===== src/rtl/rope_step_sequencer.sv =====
// rope_step_sequencer: per-frame controller for a chain of Verlet rope nodes.
// Each frame it sends one integration pulse to every node, then runs ITERS
// constraint passes. Each pass pins node 0 to the anchor, limits every later node
// to +/-SEG per axis from its already-corrected predecessor, and finally clamps
// the result to a bounding box. Positions are signed Q19.13 in 32 bits.
//
// Ports:
//   clk                  clock
//   reset                asynchronous active-low reset
//   frame_start          one-cycle request to run a frame (honoured in IDLE only)
//   node_x_bus           node k x_pos at bits [32k+31:32k]
//   node_y_bus           node k y_pos, same packing
//   node_finish          finish flag from each node
//   verlet_state         integration pulse broadcast to all nodes
//   fix_constraint_state one-hot per-node strobe for the corrected position
//   x_fix_constraint     shared corrected x (valid while the strobe is high)
//   y_fix_constraint     shared corrected y
//   busy                 high from leaving IDLE until returning to IDLE
//   frame_done           one-cycle pulse at the end of a frame
module rope_step_sequencer #(
  parameter int unsigned NUM_NODES = 4,
  parameter int unsigned ITERS     = 2,
  parameter logic [31:0] ANCHOR_X  = 32'h0019_0000,
  parameter logic [31:0] ANCHOR_Y  = 32'h0000_0000,
  parameter logic [31:0] SEG       = 32'h0001_4000,
  parameter logic [31:0] X_MIN     = 32'h0000_0000,
  parameter logic [31:0] X_MAX     = 32'h0032_0000,
  parameter logic [31:0] Y_MIN     = 32'hFF38_0000,
  parameter logic [31:0] Y_MAX     = 32'h0032_0000
) (
  input  logic                    clk,
  input  logic                    reset,
  input  logic                    frame_start,
  input  logic [32*NUM_NODES-1:0] node_x_bus,
  input  logic [32*NUM_NODES-1:0] node_y_bus,
  input  logic [NUM_NODES-1:0]    node_finish,
  output logic                    verlet_state,
  output logic [NUM_NODES-1:0]    fix_constraint_state,
  output logic [31:0]             x_fix_constraint,
  output logic [31:0]             y_fix_constraint,
  output logic                    busy,
  output logic                    frame_done
);

  localparam int unsigned KW = (NUM_NODES > 1) ? $clog2(NUM_NODES) : 1;
  localparam logic [KW-1:0] LastNode = KW'(NUM_NODES - 1);
  localparam logic [3:0]    LastIter = 4'(ITERS - 1);

  typedef enum logic [2:0] {
    StIdle, StVerlet, StWaitV, StLoad, StWrite, StWaitC, StDone
  } state_e;

  state_e        state_q;
  logic [KW-1:0] k_q;
  logic [3:0]    iter_q;
  logic [31:0]   prev_x_q, prev_y_q;
  logic [31:0]   cx, cy;

  logic [31:0] node_x [NUM_NODES];
  logic [31:0] node_y [NUM_NODES];

  for (genvar i = 0; i < NUM_NODES; i++) begin : g_unpack
    assign node_x[i] = node_x_bus[32*i +: 32];
    assign node_y[i] = node_y_bus[32*i +: 32];
  end

  // Collapse a 33-bit signed sum back to 32 bits, saturating on overflow.
  function automatic logic [31:0] sat33(input logic [32:0] v);
    if (v[32] != v[31]) return v[32] ? 32'h8000_0000 : 32'h7FFF_FFFF;
    return v[31:0];
  endfunction

  function automatic logic [31:0] clamp(input logic [31:0] v, input logic [31:0] lo,
                                        input logic [31:0] hi);
    if ($signed(v) < $signed(lo)) return lo;
    if ($signed(v) > $signed(hi)) return hi;
    return v;
  endfunction

  // Segment limit around the predecessor first, then the box, so the box wins.
  function automatic logic [31:0] correct(input logic [31:0] p, input logic [31:0] v,
                                          input logic [31:0] bmin, input logic [31:0] bmax);
    logic [32:0] lo33;
    logic [32:0] hi33;
    lo33 = {p[31], p} - {SEG[31], SEG};
    hi33 = {p[31], p} + {SEG[31], SEG};
    return clamp(clamp(v, sat33(lo33), sat33(hi33)), bmin, bmax);
  endfunction

  always_comb begin
    cx = ANCHOR_X;
    cy = ANCHOR_Y;
    if (k_q != '0) begin
      cx = correct(prev_x_q, node_x[k_q], X_MIN, X_MAX);
      cy = correct(prev_y_q, node_y[k_q], Y_MIN, Y_MAX);
    end
  end

  always_ff @(posedge clk or negedge reset) begin
    if (!reset) begin
      state_q              <= StIdle;
      k_q                  <= '0;
      iter_q               <= '0;
      prev_x_q             <= '0;
      prev_y_q             <= '0;
      verlet_state         <= 1'b0;
      fix_constraint_state <= '0;
      x_fix_constraint     <= '0;
      y_fix_constraint     <= '0;
      busy                 <= 1'b0;
      frame_done           <= 1'b0;
    end else begin
      // Strobes default low; each is raised only on entry to its state.
      verlet_state         <= 1'b0;
      fix_constraint_state <= '0;
      frame_done           <= 1'b0;
      case (state_q)
        StIdle: begin
          if (frame_start) begin
            state_q      <= StVerlet;
            verlet_state <= 1'b1;
            busy         <= 1'b1;
          end
        end
        StVerlet: state_q <= StWaitV;
        StWaitV: begin
          if (&node_finish) begin
            k_q     <= '0;
            iter_q  <= '0;
            state_q <= StLoad;
          end
        end
        StLoad: begin
          x_fix_constraint     <= cx;
          y_fix_constraint     <= cy;
          fix_constraint_state <= NUM_NODES'(1) << k_q;
          state_q              <= StWrite;
        end
        StWrite: begin
          prev_x_q <= x_fix_constraint;
          prev_y_q <= y_fix_constraint;
          state_q  <= StWaitC;
        end
        StWaitC: begin
          if (node_finish[k_q]) begin
            if (k_q != LastNode) begin
              k_q     <= k_q + 1'b1;
              state_q <= StLoad;
            end else if (iter_q != LastIter) begin
              iter_q  <= iter_q + 1'b1;
              k_q     <= '0;
              state_q <= StLoad;
            end else begin
              state_q    <= StDone;
              frame_done <= 1'b1;
            end
          end
        end
        StDone: begin
          state_q <= StIdle;
          busy    <= 1'b0;
        end
        default: state_q <= StIdle;
      endcase
    end
  end

endmodule


===== config.mk =====
export PLATFORM = sky130hd
export DESIGN_NAME = rope_step_sequencer
export DESIGN_NICKNAME = d
export VERILOG_FILES = /design/src/rtl/rope_step_sequencer.sv
export SDC_FILE = /design/constraint.sdc
export NUM_CORES = 1
export LEC_CHECK = 0
export ABC_AREA = 1
export ABC_CLOCK_PERIOD_IN_PS = 6910
export CORE_MARGIN = 1.5
export CORE_UTILIZATION = 25
export CTS_BUF_LIST = sky130_fd_sc_hd__clkbuf_8 sky130_fd_sc_hd__clkbuf_16
export CTS_CLUSTER_DIAMETER = 30
export DETAILED_ROUTE_END_ITERATION = 8
export DONT_BUFFER_PORTS = 1
export PLACE_DENSITY = 0.4
export SETUP_SLACK_MARGIN = 0.15
export SLEW_MARGIN = 20
export SYNTH_ARGS = -nofsm -noshare
export SYNTH_HDL_FRONTEND = slang
export SYNTH_SLANG_ARGS = --single-unit

===== constraint.sdc =====
create_clock -name clk -period 6.91 [get_ports clk]
set_clock_uncertainty 0.15 [all_clocks]
set_input_delay 1.382 -clock clk [delete_from_list [all_inputs] [get_ports clk]]
set_output_delay 1.382 -clock clk [all_outputs]
set_load 0.01 [all_outputs]

==> impl_metrics.py, run 1 <==
metrics = {
    "worst_hold_path": {
        "min_to": "prev_x_q[8]",
        "min_from": "prev_x_q[8]",
        "min_path_cells": 2,
        "worstHoldPathType": "reg2reg",
    },
    "global_route": {
        "grt_pass1_vias": 15088,
        "grt_overflow": 0,
        "grt_pass1_wl_um": 93680,
        "grt_max_degree": 143,
        "grt_antenna_before_repair": 2,
        "track_usage_pct": 20.98,
    },
    "critical_path": {
        "crit_slowest_cell": "dfrtp_1",
        "reg2reg_from": "prev_x_q[14]",
        "path_max_fanout": 17,
        "max_stage_delay_ns": 0.41,
        "crit_path_end_kind": "flop",
        "worst-setup-path-type": "reg2reg",
        "required_ns": 7.13,
        "r2r_cells": 42,
        "r2r_setup_slack_ns": 0.66,
        "crit_start": "prev_x_q[14]",
        "cp_common_cell": "nand2_1",
        "startpoint_type": "flop",
        "crit_arrival_ns": 6.47,
        "r2r-end": "x_fix_constraint[20]",
    },
    "sta": {
        "finalSetupTns_ns": 0,
        "grt_setup_unrepaired": "false",
        "final_hold_viol_count": 0,
        "worst_pin_slew_ns": 0.9858,
        "finalSetupViolCount": 0,
        "slew_viol_final": 0,
        "whs_ns": 0.3656,
        "maxSlewHeadroom_pct": 34.28,
        "max_freq_ghz": 0.1599,
        "min_period_ns": 6.253,
        "timing.final.crit_share_pct": 90.49,
    },
    "floorplanning": {
        "rows": 88,
        "fp.dieW_um": 244.6,
        "core_area_sq_um": 57700,
        "die-area_sq_um": 59810,
        "start_util_pct": 25.28,
        "die_y_um": 244.6,
        "io_pins": 334,
    },
    "route": {
        "ant_nets": 0,
        "vias": 15699,
        "drtPass1Iterations": 8,
        "routed_wirelength_um": 63170,
        "via_per_inst": 4.966,
        "wl_per_cell_um": 19.98,
        "drtIter0Drc": 1207,
        "remaining_drc_errors": 0,
    },
    "clock_network": {
        "clockBufferDepth": 2,
        "clk_latency_ns": 0.48,
        "cts_tree": "done",
        "ctsHoldBuffers": 0,
        "clk_pin_slew_worst_paths_ns": 0.07,
        "ctsRootBufferMaster": "clkbuf_16",
        "htreeDepth": 4,
        "cts_sinks": 142,
        "cts_made_buffers": 17,
    },
    "placed_design": {
        "hpwl_um": 49860,
        "io_buffers": 0,
        "dp.cells": 3116,
        "place_congestion": 0.9134,
    },
    "yosys": {
        "syn-mean-instance-area_sq_um": 6.245,
        "ys.flop_type": "dfrtp_1",
        "synth_fp_nets": 2740,
        "synth_seq_area_share_pct": 24.36,
        "syn_inst": 2336,
        "async_flop_share_pct": 100.0,
        "syn_area_sq_um": 14590,
        "synth_edf_count": 0,
        "ys_types": 57,
        "synth-seq-cells": 142,
        "ys_warn_count": 0,
    },
    "cells_and_area": {
        "final-seq-area_sq_um": 3558,
        "finalNonFillerCells": 3161,
        "layout_commonest_cell": "nand2_1",
        "fin_util_pct": 29.35,
        "fill_cells": 6469,
        "nets": 2785,
        "mostFrequentLayoutCells": "nand2_1 (703), nor2_1 (301), o21ai_0 (271), inv_1 (181)",
        "layout-drive-gt1-share_pct": 11.11,
        "multi_input_area_sq_um": 9834,
        "layout-area-overhead-vs-synth_pct": 16.09,
    },
    "run": {
        "drv_cap": 0,
    },
    "run_status": {
        "status": "finished clean",
    },
}
==> logic make-up after synthesis <==
family | after synthesis | synth area share, %
mux | 1 | 0.06862
flops | 142 | 24.36
other cells | 1 | 0.02571
xor+xnor | 13 | 0.7805
buf+inv | 313 | 8.929
fa+ha+maj | 141 | 12.09
compound gates | 515 | 19.34
simple gates | 1210 | 34.40
==> cells in the mapped netlist (4+ instances only) <==
master	instances	share of area, %
nand2_1	705	18
nor2_1	304	7.8
o21ai_0	276	9.5
inv_1	186	4.8
dfrtp_1	142	24
ha_1	141	12
a21oi_1	100	3.4
clkbuf_1	77	2.0
nand3_1	76	2.6
o22ai_1	44	1.9
o21ai_1	35	1.2
or2_2	28	1.2
nand3b_1	22	1.1
nand4_1	21	0.90
a32oi_1	19	1.1
buf_2	18	0.62
nor3_1	18	0.62
buf_4	12	0.62
nand2_2	12	0.51
xor2_1	12	0.72
a31oi_1	10	0.43
buf_6	8	0.62
inv_2	7	0.18
a211oi_1	6	0.31
nand3_2	5	0.34
nor2_2	5	0.21
o31ai_1	5	0.26
buf_1	4	0.10
==> stage by stage <==
stage | setup WS [ns] | instance area, sq um
2_1_floorplan | 1.391 | 14590
3_5_place_dp | 0.02752 | 16150
5_1_grt | 0.1213 | 16930
4_1_cts | 0.2848 | 16720
6_report | 0.6570 | 16940
3_3_place_gp | 0.02872 | 16150
==> worst max-delay path, delay by kind of cell, from the launching register on <==
family | cells | cell delay, ns
AND/OR/NAND/NOR | 26 | 2.87
buffers and inverters | 8 | 1.05
AO/OA/AOI/OAI | 6 | 0.95
adder cells (fa/ha/maj) | 2 | 0.66
flip-flops | 1 | 0.41
==> cell type report <==
class                           instances  area share [%]
Clock buffer                           18           2.593
Clock inverter                         14          0.7241
Multi-Input combinational cell       1881           58.07
Tap cell                              765           5.652
Timing Repair Buffer                  145           7.551
Antenna cell                            2         0.02955
Sequential cell                       142           21.01
Inverter                              194           4.366
==> layer usage <==
metal,track usage (%),share of wire (%),vias up
li1,-,-,7813
met1,26.85,44,7390
met2,35.66,48,429
met3,3.578,4.7,65
met4,6.681,2.9,2
met5,0,0.016,-
==> repair_timing <==
action,in CTS,in global routing
gates cloned,0,1
gates resized for setup,2,29
pin swaps,0,1
endpoints found under the setup margin,22,46
setup buffers,0,10
==> how the worst max path moves through the flow <==
| stage | to | slack (ns) | cells past startpoint |
|---|---|---|---|
| 2_1_floorplan | x_fix_constraint[20] | 1.39 | 43 |
| 3_3_place_gp | x_fix_constraint[20] | 0.03 | 40 |
| 3_5_place_dp | x_fix_constraint[20] | 0.03 | 40 |
| 4_1_cts | x_fix_constraint[20] | 0.28 | 41 |
| 5_1_grt | x_fix_constraint[20] | 0.12 | 42 |
| 6_report | x_fix_constraint[20] | 0.66 | 42 |
==> state kept, by name, summed over array words and instances (netlist names) <==
register,count
x_fix_constraint,31
y_fix_constraint,32
iter_q,4
frame_done,1
busy,1
k_q,2
state_q,3
fix_constraint_state,4
prev_y_q,32
verlet_state,1
prev_x_q,31
Power of run 1 is not shown: default switching activity piles up to over one toggle a cycle in this logic, so the estimate is an artifact.
==> run 2, diff against run 1 <==
--- a/config.mk
+++ b/config.mk
@@ -13,6 +13,7 @@
 export CTS_CLUSTER_DIAMETER = 30
 export DETAILED_ROUTE_END_ITERATION = 8
 export DONT_BUFFER_PORTS = 1
+export GPL_TIMING_DRIVEN = 0
 export PLACE_DENSITY = 0.4
 export SETUP_SLACK_MARGIN = 0.15
 export SLEW_MARGIN = 20
==> impl_metrics.py, run 2 (synthesized netlist as in run 1, its figures left out) <==
metrics = {
    "run_status": {
        "status": "finished clean",
    },
    "cells_and_area": {
        "final_area_sq_um": 16820,
        "nets": 2779,
        "layout_commonest_cell": "nand2_1",
        "mostFrequentLayoutCells": "nand2_1 (698), nor2_1 (295), o21ai_0 (261), inv_1 (182), dfrtp_1 (142)",
        "layout-area-overhead-vs-synth_pct": 15.28,
        "top_regs": "prev_y_q x32, y_fix_constraint x32",
        "fin_util_pct": 29.15,
        "fill_cells": 6543,
        "layout-drive-gt1-share_pct": 10.64,
    },
    "route": {
        "via_per_inst": 5.169,
        "ant_nets": 0,
        "wl_per_cell_um": 23.67,
        "routed_wirelength_um": 74730,
        "remaining_drc_errors": 0,
        "drtIter0Drc": 1350,
        "drtPass1Iterations": 6,
        "vias": 16319,
    },
    "global_route": {
        "grt_overflow": 0,
        "grt_pass1_vias": 15703,
        "grt_antenna_before_repair": 3,
        "grt_pass1_wl_um": 106200,
        "track_usage_pct": 24.48,
        "grt_max_degree": 143,
    },
    "sta": {
        "finalSetupTns_ns": 0,
        "setup_ws_ns": 0.3700,
        "grt_setup_unrepaired": "false",
        "timing.final.crit_share_pct": 94.65,
        "finalSetupViolCount": 0,
        "min_period_ns": 6.540,
        "worst_pin_slew_ns": 1.266,
        "slew_viol_final": 0,
        "max_freq_ghz": 0.1529,
        "maxSlewHeadroom_pct": 15.62,
        "final_hold_viol_count": 0,
    },
    "critical_path": {
        "r2r-end": "x_fix_constraint[20]",
        "crit_start": "k_q[0]",
        "path_max_fanout": 10,
        "r2r_setup_slack_ns": 0.37,
        "r2r_cells": 29,
        "crit_path_end": "x_fix_constraint[20]",
        "reg2reg_from": "k_q[0]",
        "cp_common_cell": "nand2_1",
        "crit_arrival_ns": 6.74,
        "required_ns": 7.11,
        "startpoint_type": "flop",
        "crit_path_end_kind": "flop",
        "max_stage_delay_ns": 0.98,
        "worst-setup-path-type": "reg2reg",
        "crit_slowest_cell": "clkbuf_1",
    },
    "floorplanning": {
        "io_pins": 334,
        "core_area_sq_um": 57700,
        "die_y_um": 244.6,
        "die-area_sq_um": 59810,
        "start_util_pct": 25.28,
        "rows": 88,
        "fp.dieW_um": 244.6,
    },
    "placed_design": {
        "hpwl_um": 60850,
        "place_congestion": 0.9401,
        "dpl-instance-area_sq_um": 15550,
        "io_buffers": 0,
        "place_ws_ns": -0.7859,
    },
    "clock_network": {
        "clk_pin_slew_worst_paths_ns": 0.07,
        "ctsHoldBuffers": 0,
        "clk_latency_ns": 0.47,
        "ctsRootBufferMaster": "clkbuf_16",
        "cts_tree": "done",
        "htreeDepth": 4,
        "cts_sinks": 142,
        "cts_made_buffers": 17,
        "clockBufferDepth": 2,
    },
    "worst_hold_path": {
        "worstHoldPathType": "reg2reg",
    },
    "run": {
        "drv_cap": 0,
    },
}
==> run 2: cell types whose count changed in the layout (fill, tap and decap cells not counted), moves of 6 or more <==
cell,change
clkbuf_2,+16
clkbuf_1,+46
buf_2,+16
o21ai_0,-10
buf_12,-10
buf_4,-92
clkbuf_4,+10
o21ai_1,-6
o21ai_2,+12
nor2_2,+6
nor2_1,-6
==> run 2: what timing repair did <==
item | CTS | global route
endpoints found under the setup margin | 54 | 46
setup buffers | 2 | 19
pin swaps | 1 | 14
gates resized for setup | 63 | 115
==> run 2: area by class of cell <==
type                       count  area (sq um)  area share, %
antenna                        4         10.01        0.05952
buffer                       118         701.9          4.174
clock buffer                  18         439.2          2.611
clock inverter                14         147.6         0.8779
inverter                     194         737.0          4.382
multi-input combinational   1881         10100          60.06
sequential                   142          3553          21.13
tap                          765         957.2          5.692
timing repair buffer          21         170.2          1.012
==> run 2: critical path: cells and delay by family, from the launching register on <==
| family | cells | cell delay [ns] |
|---|---|---|
| DFF | 1 | 0.52 |
| adders and majority gates | 1 | 0.20 |
| and+or+nand+nor | 19 | 2.27 |
| buffers and inverters | 6 | 2.42 |
| AOI/OAI and AO/OA | 3 | 0.85 |
==> run 2: worst min-delay path by stage <==
stage                      start            to  slack [ns]  cells past startpoint
finish              prev_x_q[13]  prev_x_q[13]        0.36                      2
global route         prev_y_q[8]   prev_y_q[8]        0.40                      2
CTS                 prev_x_q[13]  prev_x_q[13]        0.36                      2
detailed placement  prev_x_q[13]  prev_x_q[13]        0.35                      2
global placement    prev_x_q[13]  prev_x_q[13]        0.34                      2
floorplan           prev_y_q[10]  prev_y_q[10]        0.31                      2
==> run 2: per-stage QoR <==
step	hold WS, ns	cells
after floorplan	0.3102	2336
after global placement	0.3431	3101
after detailed placement	0.3459	3101
after CTS	0.3632	3135
after global routing	0.4001	3153
final	0.3597	3157
==> run 2: per-layer routing <==
metal	up-vias	wire (um)	GRT usage, %
li1	7826	-	-
met1	7867	31880	30.77
met5	-	0	0
met3	85	3940	3.369
met4	0	1804	6.554
met2	541	37100	43.45
Power of run 2 is left out for the same reason.
==> run 3, diff against run 2 <==
--- a/config.mk
+++ b/config.mk
@@ -10,10 +10,8 @@
 export CORE_MARGIN = 1.5
 export CORE_UTILIZATION = 25
 export CTS_BUF_LIST = sky130_fd_sc_hd__clkbuf_8 sky130_fd_sc_hd__clkbuf_16
-export CTS_CLUSTER_DIAMETER = 30
 export DETAILED_ROUTE_END_ITERATION = 8
 export DONT_BUFFER_PORTS = 1
-export GPL_TIMING_DRIVEN = 0
 export PLACE_DENSITY = 0.4
 export SETUP_SLACK_MARGIN = 0.15
 export SLEW_MARGIN = 20
==> results of run 3 <==
The final DEF is identical to that of run 1; final timing and power are the same.
Power of run 3 is left out for the same reason.
==> edit 1, RTL diff (settings of run 1) <==
Put one more register stage on the output `x_fix_constraint`, cleared by the reset. The value now appears one clock later. The other outputs are not delayed to match.
--- a/src/rtl/rope_step_sequencer.sv
+++ b/src/rtl/rope_step_sequencer.sv
@@ -49,6 +49,8 @@
   typedef enum logic [2:0] {
     StIdle, StVerlet, StWaitV, StLoad, StWrite, StWaitC, StDone
   } state_e;
+
+  logic [31:0] x_fix_constraint_s0;
 
   state_e        state_q;
   logic [KW-1:0] k_q;
@@ -105,7 +107,7 @@
       prev_y_q             <= '0;
       verlet_state         <= 1'b0;
       fix_constraint_state <= '0;
-      x_fix_constraint     <= '0;
+      x_fix_constraint_s0  <= '0;
       y_fix_constraint     <= '0;
       busy                 <= 1'b0;
       frame_done           <= 1'b0;
@@ -131,13 +133,13 @@
           end
         end
         StLoad: begin
-          x_fix_constraint     <= cx;
+          x_fix_constraint_s0  <= cx;
           y_fix_constraint     <= cy;
           fix_constraint_state <= NUM_NODES'(1) << k_q;
           state_q              <= StWrite;
         end
         StWrite: begin
-          prev_x_q <= x_fix_constraint;
+          prev_x_q <= x_fix_constraint_s0;
           prev_y_q <= y_fix_constraint;
           state_q  <= StWaitC;
         end
@@ -165,5 +167,13 @@
     end
   end
 
+  always_ff @(posedge clk or negedge reset) begin
+    if (!reset) begin
+      x_fix_constraint <= '0;
+    end else begin
+      x_fix_constraint <= x_fix_constraint_s0;
+    end
+  end
+
 endmodule
 
Check against the original RTL: not equivalent (Yosys sat finds a counterexample within 10 cycles, from zero or initial values and one cycle with reset low).
==> edit 1 against run 1 <==
Final cell count shrank 0.35%. Final area increased by 2.9%. Sequential cell count grew 31. Maximum frequency fell by 1.3%. Sequential share of layout area up 3.9 points. Setup slack worse by 0.080 ns. First-iteration DRC count decreased by 18%. Worst hold slack got worse by 0.13 ns. Critical endpoint is now y_fix_constraint[8]. Area after synthesis increased by 6.1%. Count of clock-buffer cells in the layout unchanged. Wire length increased by 1.5%.
Power is not shown: default switching activity piles up to over one toggle a cycle in this logic, so the estimate is an artifact.
==> edit 1: results (changes against run 1) <==
cells_and_area:
  drive_gt1_share_pct: 9.25  # -1.9 points
  fin_nets: 2748  # -1.3%
placement:
  placed_cells: 3108  # -0.26%
  gp_congestion: 0.885  # -3.2%
  pre_cts_ws_ns: -0.0437  # -0.0712 ns
  dp_hpwl_mm: 49.6  # -0.45%
  dpl_cell_area_um2: 16700  # +3.1%
  numPortBuffers: 0  # unchanged
synth:
  synth-xor-area-share_pct: 1.13  # +0.35 points
  synth_compound_area_share_pct: 18.5  # -0.85 points
  synth_nets: 2758  # +0.66%
  synth_fa_ha_area_share_pct: 11.4  # -0.70 points
  ys_seq_area_share_pct: 28.0  # +3.6 points
  synth.distinct_cells: 56  # -1.8%
  yosysMostFrequentCell: "nand2_1"
  synth.mux.area_fraction_pct: 0.0646  # -0.0040 points
  synth-edff-count: 0  # unchanged
  synthTopCellsByArea: "dfrtp_1 28%, nand2_1 16%, ha_1 11%"
  yosysWarnings: 0  # unchanged
  synth_common_cells: "669 x nand2_1, 280 x o21ai_0, 276 x nor2_1, 196 x inv_1, 173 x dfrtp_1"
  avgSynthCellArea_um2: 6.58  # +5.3%
clock_network:
  clock_latency_ns: 0.51  # +0.03 ns
  cts_buffer_depth: 2  # unchanged
  postCtsSetupBuffers: 0  # unchanged
  htree_levels: 4  # unchanged
  post_cts_resized: 2  # unchanged
worst_setup_path:
  rr_worst_depth: 39  # -7.1%
  end_kind: "flip-flop"
  slowest_delay_ns: 0.42
  worstPathMaxFanout: 17  # unchanged
  critPathLaunchType: "flip-flop"
  rr_endpoint: "y_fix_constraint[8]"
  cp.arrival_ns: 6.62  # +0.15 ns
  reg2reg_from: "prev_y_q[16]"
status:
  status: "finished clean"
drt:
  post_drt_wl_per_cell_um: 20.4  # +1.9%
  met2_length_mm: 32.1  # +5.6%
  m1WireLength_mm: 27.3  # -2.3%
  wirelength_mm: 64.1  # +1.5%
  routed-wl-met3_mm: 2.78  # -5.5%
  drt_iter0_drc: 995  # -18%
  via_per_inst: 5.01  # +0.91%
  drtPass1Iterations: 5  # -3
global_route:
  antenna_found_initial: 4  # +2
  grt_pass1_vias: 15637  # +3.6%
  grt_use_total_pct: 20.1  # -0.86 points
  grt_pass1_wl_mm: 95.5  # +2.0%
  grt_use_met1_pct: 24.1  # -2.8 points
  use_met3_pct: 3.27  # -0.31 points
  grt_max_degree: 174  # +22%
  met2_usage_pct: 35.8  # +0.14 points
timing:
  setup_ws_ns: 0.577  # -0.0795 ns
  tightestPinTransition_ns: 0.865  # -0.121 ns
min_path:
  worstHoldPathCells: 0  # -2
-- edit 1: cell types whose count changed after synthesis, sizes merged, moves of 7 or more --
cell / before / now
nand2: 718 / 686
dfrtp: 142 / 173
nand4: 21 / 42
nor2: 310 / 289
inv: 193 / 202
nor3: 21 / 28
or2: 29 / 22
-- edit 1: final cells by class --
cell class	instances	area, um^2
flip-flops and latches	173	4330
diodes	3	7.51
inverters	203	769
multi-input cells	1853	9860
fillers	6896	44100
repair buffers	96	871
clock inverters	14	160
well taps	790	988
clock buffers	18	439
-- edit 1: worst min path at each step --
stage	startpoint	end	slack (ns)
floorplan	x_fix_constraint_s0[20]	x_fix_constraint[20]	0.20
global placement	x_fix_constraint_s0[30]	x_fix_constraint[30]	0.22
detailed placement	x_fix_constraint_s0[27]	x_fix_constraint[27]	0.22
CTS	x_fix_constraint_s0[29]	x_fix_constraint[29]	0.24
global route	x_fix_constraint_s0[24]	x_fix_constraint[24]	0.25
finish	x_fix_constraint_s0[29]	x_fix_constraint[29]	0.23
==> edit 2, RTL diff (config.mk and constraints of run 1) <==
Made on the original files. `NUM_NODES`: 4 -> 2.
--- a/src/rtl/rope_step_sequencer.sv
+++ b/src/rtl/rope_step_sequencer.sv
@@ -18,7 +18,7 @@
 //   busy                 high from leaving IDLE until returning to IDLE
 //   frame_done           one-cycle pulse at the end of a frame
 module rope_step_sequencer #(
-  parameter int unsigned NUM_NODES = 4,
+  parameter int unsigned NUM_NODES = 2,
   parameter int unsigned ITERS     = 2,
   parameter logic [31:0] ANCHOR_X  = 32'h0019_0000,
   parameter logic [31:0] ANCHOR_Y  = 32'h0000_0000,
Interface: changed (resized fix_constraint_state, node_finish, node_x_bus and node_y_bus); port bits go from 334 to 202. No check against the original RTL was run, so the function may have changed too.
==> edit 2 against run 1 <==
Final cell count is 14% lower. Wire length shrank 22%. Count of clock-buffer cells in the layout increased by 4. Final area down 12%. Area after synthesis decreased by 9.4%. Sequential cell count shrank 3. Setup slack better by 0.079 ns. Die area fell by 9.3%. Utilization shrank 1.0 points.
Power is left out: the tool's default activity adds up to more than one toggle a clock period on the data nets, which glitch-free logic cannot reach.
==> edit 2: results (changes against run 1) <==
clock_network:
  cts_made_buffers: 17  # unchanged
  htree_levels: 4  # unchanged
  cts_buffer_depth: 2  # unchanged
  clock_latency_ns: 0.48  # about the same
  clkTransAtPathRegs_ns: 0.06
  cts-root-buf: "clkbuf_16"
status:
  status: "finished clean"
worst_setup_path:
  cp.arrival_ns: 6.41  # -0.06 ns
  crit_family: "simple AND/OR/NAND/NOR gates"
  worstPathMaxFanout: 18  # +1
  slowest_delay_ns: 0.41  # about the same
  path_class: "flip-flop to flip-flop"
  slowest_stage: "dfrtp_1"
global_route:
  grt_max_degree: 140  # -2.1%
  grt_use_total_pct: 18.2  # -2.8 points
  antenna_found_initial: 1  # -1
  grt_pass1_vias: 12216  # -19%
  grt_pass1_wl_mm: 74.0  # -21%
synth:
  ys_seq_area_share_pct: 26.3  # +2.0 points
  synth.distinct_cells: 53  # -7.0%
  synthTopCellsByArea: "dfrtp_1 26%, nand2_1 22%, ha_1 13%"
  async_reset_ff_share_pct: 100  # unchanged
  synth_common_cells: "757 x nand2_1, 204 x o21ai_0, 172 x inv_1, 156 x nor2_1, 139 x dfrtp_1"
  yosysWarnings: 0  # unchanged
  synth_ff_type: "dfrtp_1"
  synth_nets: 2302  # -16%
min_path:
  hold_class: "flip-flop to flip-flop"
placement:
  gp_congestion: 0.865  # -5.3%
  dp_hpwl_mm: 37.9  # -24%
  numPortBuffers: 0  # unchanged
  pre_cts_ws_ns: -0.181  # -0.208 ns
drt:
  num_vias: 12984  # -17%
  met2_length_mm: 23.5  # -23%
  post_drt_wl_per_cell_um: 18.2  # -8.9%
  drtPass1Iterations: 5  # -3
  routed-wl-met3_mm: 2.40  # -18%
  m1WireLength_mm: 22.7  # -19%
  drt_iter0_drc: 731  # -39%
  top_layer: "met4"
cells_and_area:
  n_fill_cell: 5826  # -9.9%
  n_all_buffers: 41  # -72%
  buf_share_pct: 2.27  # -5.3 points
  multiInputCombCellCount: 1633  # -13%
  final-clk-cell-share_pct: 4.24  # +0.93 points
  drive_gt1_share_pct: 9.86  # -1.3 points
  seqCellArea_um2: 3480  # -2.1%
  nNonClkInverters: 184  # -5.2%
  seq_cell_count: 139  # -2.1%
  antenna_cells: 1  # -1
  largest_registers: "prev_y_q x32, y_fix_constraint x32"
  multi_input_area_share_pct: 59.5  # +1.4 points
  clockBufferCount: 22  # +4
timing:
  timing.slew.headroom_pct: 39.8  # +5.6 points
  final_max_slew_viol_count: 0  # unchanged
run:
  cap_violations: 0  # unchanged
edit 2: cell types whose count changed after synthesis, sizes merged, moves of 9 or more:
| cell | delta |
|---|---|
| mux2i | +14 |
| inv | -10 |
| nor2 | -144 |
| o22ai | -42 |
| clkbuf | -29 |
| nand3b | -18 |
| a32oi | -20 |
| nand2 | +59 |
| o21ai | -50 |
| nand3 | -22 |
| or2 | -21 |
| buf | -9 |
edit 2: path summary, 6_finish.rpt:
check / startpoint / end / slack, ns / cells past startpoint
max in group asynchronous: reset / prev_x_q[5] / 5.84 / 0
min: prev_x_q[8] / prev_x_q[8] / 0.35 / 2
min in group asynchronous: reset / prev_x_q[26] / 0.46 / 0
max reg2reg: prev_x_q[14] / x_fix_constraint[0] / 0.74 / 33
max: prev_x_q[14] / x_fix_constraint[0] / 0.74 / 33
min reg2reg: prev_x_q[8] / prev_x_q[8] / 0.35 / 2
edit 2: through the flow:
step           cell area [um^2]  cells
3_3_place_gp              13900   2669
2_1_floorplan             13200   2032
6_report                  14900   2718
3_5_place_dp              13900   2669
4_1_cts                   14600   2701
5_1_grt                   14900   2717
edit 2: what timing repair did:
item | 4_1_cts | 5_1_grt
gates cloned | 0 | 5
pin swaps | 0 | 6
endpoints found under the setup margin | 24 | 46
buffers inserted | 0 | 11
resized for setup | 4 | 34
edit 2: kinds of logic after synthesis:
logic type / count (synthesis) / synth area share [%]
AOI/OAI and AO/OA: 402 / 17.1
xor gates and xnor gates: 14 / 0.928
adders and majority gates: 137 / 13.0
buffers and inverters: 265 / 8.58
DFF: 139 / 26.3
muxes: 15 / 1.14
other: 1 / 0.0284
and+or+nand+nor: 1059 / 33.0
edit 2: metal layers:
metal  GRT usage, %  vias up
met3           3.85       42
met4           4.17        0
met5              0        -
met1           23.9     6013
li1               -     6617
met2           30.4      312
